==> config.mk <==
export PLATFORM = sky130hd
export DESIGN_NAME = param_restoring_divider
export DESIGN_NICKNAME = d
export VERILOG_FILES = /design/src/rtl/param_restoring_divider.sv
export SDC_FILE = /design/constraint.sdc
export NUM_CORES = 1
export LEC_CHECK = 0
export ABC_AREA = 0
export BUFFER_PORTS_ARGS = -buffer_cell sky130_fd_sc_hd__buf_2
export CORE_MARGIN = 2
export CORE_UTILIZATION = 58
export DETAILED_ROUTE_END_ITERATION = 6
export GPL_TIMING_DRIVEN = 0
export MAX_ROUTING_LAYER = met4
export PLACE_DENSITY = 0.87
export SLEW_MARGIN = 10
export SYNTH_ARGS = -nofsm -noshare
export SYNTH_HDL_FRONTEND = slang
export SYNTH_SLANG_ARGS = --single-unit
==> constraint.sdc <==
create_clock -name clk -period 3.2 [get_ports clk]
set_input_delay 0.48 -clock clk [delete_from_list [all_inputs] [get_ports clk]]
set_output_delay 0.48 -clock clk [all_outputs]
set_load 0.02 [all_outputs]
==> src/rtl/param_restoring_divider.sv <==
// param_restoring_divider: multi-cycle restoring divider, 2N/N bits, unsigned or signed, with held results and flags
module param_restoring_divider #(
  parameter int N = 5
) (
  input  logic           clk,
  input  logic           rst,
  input  logic           start,
  input  logic           signed_mode,
  input  logic [2*N-1:0] w,
  input  logic [N-1:0]   d,
  output logic [N-1:0]   quo,
  output logic [N-1:0]   rem,
  output logic           busy,
  output logic           done,
  output logic           ov,
  output logic           divbyzero
);
  localparam int CW = $clog2(N+1);
  localparam logic [N-1:0] HALF = {1'b1, {(N-1){1'b0}}};
  typedef enum logic [1:0] {IDLE, CHECK, CALC, FIX} state_t;
  state_t state, nxt;
  logic [2*N-1:0] w_l, w_abs;
  logic [N-1:0] d_l, d_abs, lo, da, q, q_s, r_s;
  logic [N:0] pr, sh;
  logic [CW-1:0] cnt;
  logic sm, ge, neg, q_ov, bad;
  // state register
  always_ff @(posedge clk or negedge rst)
    if (!rst) state <= IDLE;
    else state <= nxt;
  // next state; operand errors bail out of CHECK straight back to IDLE
  always_comb begin
    nxt = state == IDLE  ? (start ? CHECK : IDLE) :
          state == CHECK ? (bad ? IDLE : CALC) :
          state == CALC  ? (cnt == CW'(1) ? FIX : CALC) : IDLE;
  end
  // magnitudes, trial subtraction and signed fix-up
  always_comb begin
    busy  = state != IDLE;
    w_abs = (sm && w_l[2*N-1]) ? -w_l : w_l;
    d_abs = (sm && d_l[N-1]) ? -d_l : d_l;
    bad   = d_l == '0 || w_abs[2*N-1:N] >= d_abs;
    sh    = {pr[N-1:0], lo[N-1]};
    ge    = sh >= {1'b0, da};
    neg   = sm && (w_l[2*N-1] ^ d_l[N-1]);
    q_s   = neg ? -q : q;
    r_s   = (sm && w_l[2*N-1]) ? -pr[N-1:0] : pr[N-1:0];
    q_ov  = sm && (neg ? q > HALF : q >= HALF);
  end
  // operand capture, iteration and result registers
  always_ff @(posedge clk or negedge rst)
    if (!rst) begin
      {w_l, d_l, sm, lo, da, q, pr, cnt} <= '0;
      {quo, rem, done, ov, divbyzero} <= '0;
    end else begin
      done <= 1'b0;
      case (state)
        IDLE: if (start) begin
          w_l <= w;
          d_l <= d;
          sm <= signed_mode;
          ov <= 1'b0;
          divbyzero <= 1'b0;
        end
        CHECK: if (bad) begin
          divbyzero <= d_l == '0;
          ov <= d_l != '0;
          quo <= '0;
          rem <= '0;
          done <= 1'b1;
        end else begin
          pr <= {1'b0, w_abs[2*N-1:N]};
          lo <= w_abs[N-1:0];
          da <= d_abs;
          cnt <= CW'(N);
        end
        CALC: begin
          pr <= ge ? sh - {1'b0, da} : sh;
          q <= {q[N-2:0], ge};
          lo <= lo << 1;
          cnt <= cnt - 1'b1;
        end
        default: begin
          ov <= q_ov;
          quo <= q_ov ? '0 : q_s;
          rem <= q_ov ? '0 : r_s;
          done <= 1'b1;
        end
      endcase
    end
endmodule

==> results_tabular.tex <==
\begin{tabular}{lr}
\hline
Metric & Value \\
\hline
\multicolumn{2}{l}{\textbf{Run status}} \\
Outcome & finished, final reports clean \\
\multicolumn{2}{l}{\textbf{STA}} \\
Setup-failing EPs final & 0 \\
Setup slack after layout & 0.1549 ns \\
Final Hold Slack & 0.1864 ns \\
Max transition margin & 56.03\% \\
Fin crit period & 3.045 ns \\
Max-slew violation total from the final report & 0 \\
Setup repair after global routing missed its margin & false \\
Transition time at the pin with the least slew margin & around 0.66 ns \\
Maximum achievable frequency & 328.4 MHz \\
Final Hold Fails & 0 \\
Post-route clock skew & between 0.009 and 0.01 ns \\
Final total negative setup slack & 0 ns \\
Fraction of the cycle the final worst path needs & between 90\% and 100\% \\
\multicolumn{2}{l}{\textbf{Clocking}} \\
Number of levels the H-tree was split into & 2 \\
Total number of clock tree sinks & 54 \\
Post-CTS setup buffer count & 0 \\
CTS max path bufs & 2 \\
Worst-skew pair later-pin latency & slightly above 0.3 ns \\
CTS clk-pin slew, worst paths & 0.10 ns \\
Clock buffer count from CTS & 5 \\
CTS hold repair buffers & 0 \\
TritonCTS clock tree & yes \\
Root buffer selected by CTS & clkbuf\_8 \\
\multicolumn{2}{l}{\textbf{Drt}} \\
Average wire per cell in the routed design & 14.67 um \\
Count of antenna-violating nets left after detailed routing & 0 \\
Violation count after the first detailed-route iteration & 134 \\
Total via count after detailed routing & 2347 \\
Vias per std cell & 5.738 \\
\# DRC & 0 \\
Total detailed-routing wirelength & 5999 um \\
Drt first pass iters & 4 \\
\multicolumn{2}{l}{\textbf{Global route}} \\
First-pass GRT wire length & between 9000 and 10000 um \\
Global route total overflow & 0 \\
Maximum number of pins on one net before global-route repair & 55 \\
Via count of the first global-routing pass & 2236 \\
Global Route Usage Sum & 23.86\% \\
Number of antenna violations at the first check in global routing & 0 \\
\multicolumn{2}{l}{\textbf{Power}} \\
PwrDens & 1198 mW/mm2 \\
Sequential cell fraction of total power & about a third \\
Cell internal power dissipation & 2.207 mW \\
Worst vdd ir & 0.7223 mV \\
Clock network power share & approximately 12\% \\
Overall power of the completed layout & 3.999 mW \\
Logic pwr share & 56.0\% \\
Static leakage power & 1.587 nW \\
Switching power & 1.793 mW \\
Switching fraction of total power & 44.82\% \\
\multicolumn{2}{l}{\textbf{Synthesis}} \\
Post-Synth XOR/XNOR Area & 5.321\% \\
Most numerous cell in the Yosys netlist & dfrtp\_1 \\
Multiplexer share of the synthesized area & 6.503\% \\
Post-synthesis simple-gate area fraction & 12.84\% \\
Synth Register Bits & 54 \\
Number of enable-type register cells in the synthesized netlist & 0 \\
Summed instance area of the synthesized netlist & 0.002963 mm2 \\
Number of cells produced by synthesis & 300 \\
Synth warnings & 0 \\
Synthesized-area fraction occupied by ao, oa, aoi and oai cells & 16.72\% \\
Post-synth cell types & 46 \\
Post-Synth Adder-Cell Area & 8.277\% \\
Fraction of registers with async set or reset after synthesis & 100.0\% \\
Predominant post-synthesis flop cell & dfrtp\_1 \\
Share of synthesized area occupied by flip-flops and latches & 45.61\% \\
Leading area contributor after synthesis & dfrtp\_1 \\
Net count after synthesis & between 300 and 400 \\
Top area cells in the synthesized netlist & dfrtp\_1 (46\%), ha\_1 (7.6\%), nand2\_1 (4.4\%) \\
Most instantiated cells after synthesis & dfrtp\_1 (54), nand2\_1 (35), o21ai\_0 (26) \\
Area share of the largest cell type after synthesis & 45.61\% \\
Mean instance size in the synthesized netlist & 9.876 um2 \\
Dominant combinational cell family by area after synthesis & compound AO/OA/AOI/OAI gates \\
\multicolumn{2}{l}{\textbf{Die}} \\
Die height & 75.47 um \\
Starting density of the core & 59.14\% \\
Number of cell rows & 26 \\
Floorplan die area & 0.005696 mm2 \\
Number of ports placed on the die boundary & 33 \\
Core region area & 0.005010 mm2 \\
Die extent in x & 75.47 um \\
\multicolumn{2}{l}{\textbf{Place}} \\
Post-DP HPWL & 4489 um \\
Placed inst area & 0.003211 mm2 \\
Routability congestion estimate from global placement & 0.9354 \\
Pre-CTS WS & around 0.025 ns \\
PortBufs & 32 \\
\multicolumn{2}{l}{\textbf{Finish}} \\
Fillers & roughly 410 \\
Fin area & 0.003338 mm2 \\
Final nets & 376 \\
Layout cell share with drive strength beyond 1 & roughly a fifth \\
Number of antenna cells inserted & 0 \\
Area overhead of the layout relative to synthesis & 12.67\% \\
\multicolumn{2}{l}{\textbf{Worst setup path}} \\
WS Path Type & register to register \\
Type of element launching the critical path & register \\
Maximum fanout count along the critical path & 12 \\
Data arrival at the endpoint of the critical path & 3.27 ns \\
Endpoint required time on the critical path & 3.43 ns \\
CP Capture Type & register \\
\multicolumn{2}{l}{\textbf{Flow run}} \\
Number of max-cap violations & 0 \\
\multicolumn{2}{l}{\textbf{Hold path}} \\
Worst hold path class & primary input to async pin \\
\hline
\end{tabular}
-- state kept, by name, summed over array words and instances (netlist names), 3 cells and up, named ones only --
signal	flops
w_l	10
lo	5
quo	5
rem	5
pr	5
da	5
d_l	5
cnt	3
q	5
-- cell families after synthesis --
family,after synthesis
multiplexers,18
AO/OA/AOI/OAI,72
XOR/XNOR,18
AND/OR/NAND/NOR,84
flip-flops,54
adder cells (fa/ha/maj),19
buffers and inverters,35
-- worst max-delay path: stages, from the launching register on --
cell and delay [ns]:
dfrtp_1 0.43, or4_4 0.59, o41ai_4 0.23, xnor2_1 0.22, ha_1 0.31, a21o_1 0.20, a31oi_2 0.25, o211ai_1 0.13
nand2_1 0.36, mux2i_1 0.24
-- final cells by class --
| class | count | area (um2) | area share, % |
|---|---|---|---|
| Timing Repair Buffer | 32 | 162.7 | 4.873 |
| Tap cell | 70 | 87.58 | 2.624 |
| Buffer | 12 | 56.30 | 1.687 |
| Clock buffer | 5 | 68.82 | 2.061 |
| Sequential cell | 54 | 1351 | 40.48 |
| Multi-Input combinational cell | 211 | 1481 | 44.38 |
| Clock inverter | 3 | 47.55 | 1.424 |
| Inverter | 22 | 82.58 | 2.474 |
-- path summary, 6_finish.rpt --
path,start,endpoint,slack [ns],cells past startpoint
max in group asynchronous,rst,cnt[2],2.56,1
worst max-delay path,w_l[3],ov,0.15,9
worst max register to register,w_l[3],ov,0.15,9
worst min-delay path,rst,quo[2],0.19,1
min in group clk,w[0],w_l[0],0.37,3
worst min register to register,quo[1],quo[1],0.49,1
-- layer usage --
| metal | vias to the layer above | wire length (um) | part of all wire [%] | GRT usage [%] |
|---|---|---|---|---|
| met4 | 0 | 69 | 1.2 | 7.992 |
| met1 | 1156 | 2633 | 44 | 29.95 |
| met5 | - | 0 | 0 | - |
| met2 | 60 | 3019 | 50 | 39.32 |
| li1 | 1123 | - | - | - |
| met3 | 8 | 278 | 4.6 | 4.101 |
-- power groups by stage --
stage | sequential [mW] | combinational [mW] | clock [mW]
after floorplan | 1.30 | 1.63 | 0
after detailed placement | 1.30 | 2.17 | 0
after CTS | 1.29 | 2.19 | 0.475
after global placement | 1.28 | 2.09 | 0
after global routing | 1.34 | 2.52 | 0.502
final | 1.29 | 2.24 | 0.465
-- timing repair --
action | in CTS | in global routing
endpoints found under the hold margin | 0 | 0
cloned | 0 | 0
endpoints found under the setup margin | 3 | 15
resized for setup | 0 | 4
-- per-stage QoR --
step                      cells  utilization (%)
after global routing        409            66.63
after CTS                   409            66.33
after detailed placement    402            64.09
final                       409            66.63
after floorplan             300                -
after global placement      402            64.09
-- layout by cell type, fill, tap and decap left out, types with 4 or more instances in the layout --
cell type  synthesis  final
dfrtp_1           54     54
nand2_1           35     35
buf_2              3     33
o21ai_0           26     25
nor2_1            22     22
inv_1             22     22
ha_1              18     18
xnor2_1           10     10
o2bb2ai_1         10     10
mux2_2            10     10
a21oi_1            8      8
xor2_1             8      8
mux2i_1            8      8
clkbuf_1           8      7
nand3_1            7      7
clkbuf_8           0      5
o211ai_1           4      4
nor3_1             4      4
(Power assumes the default switching activity.)
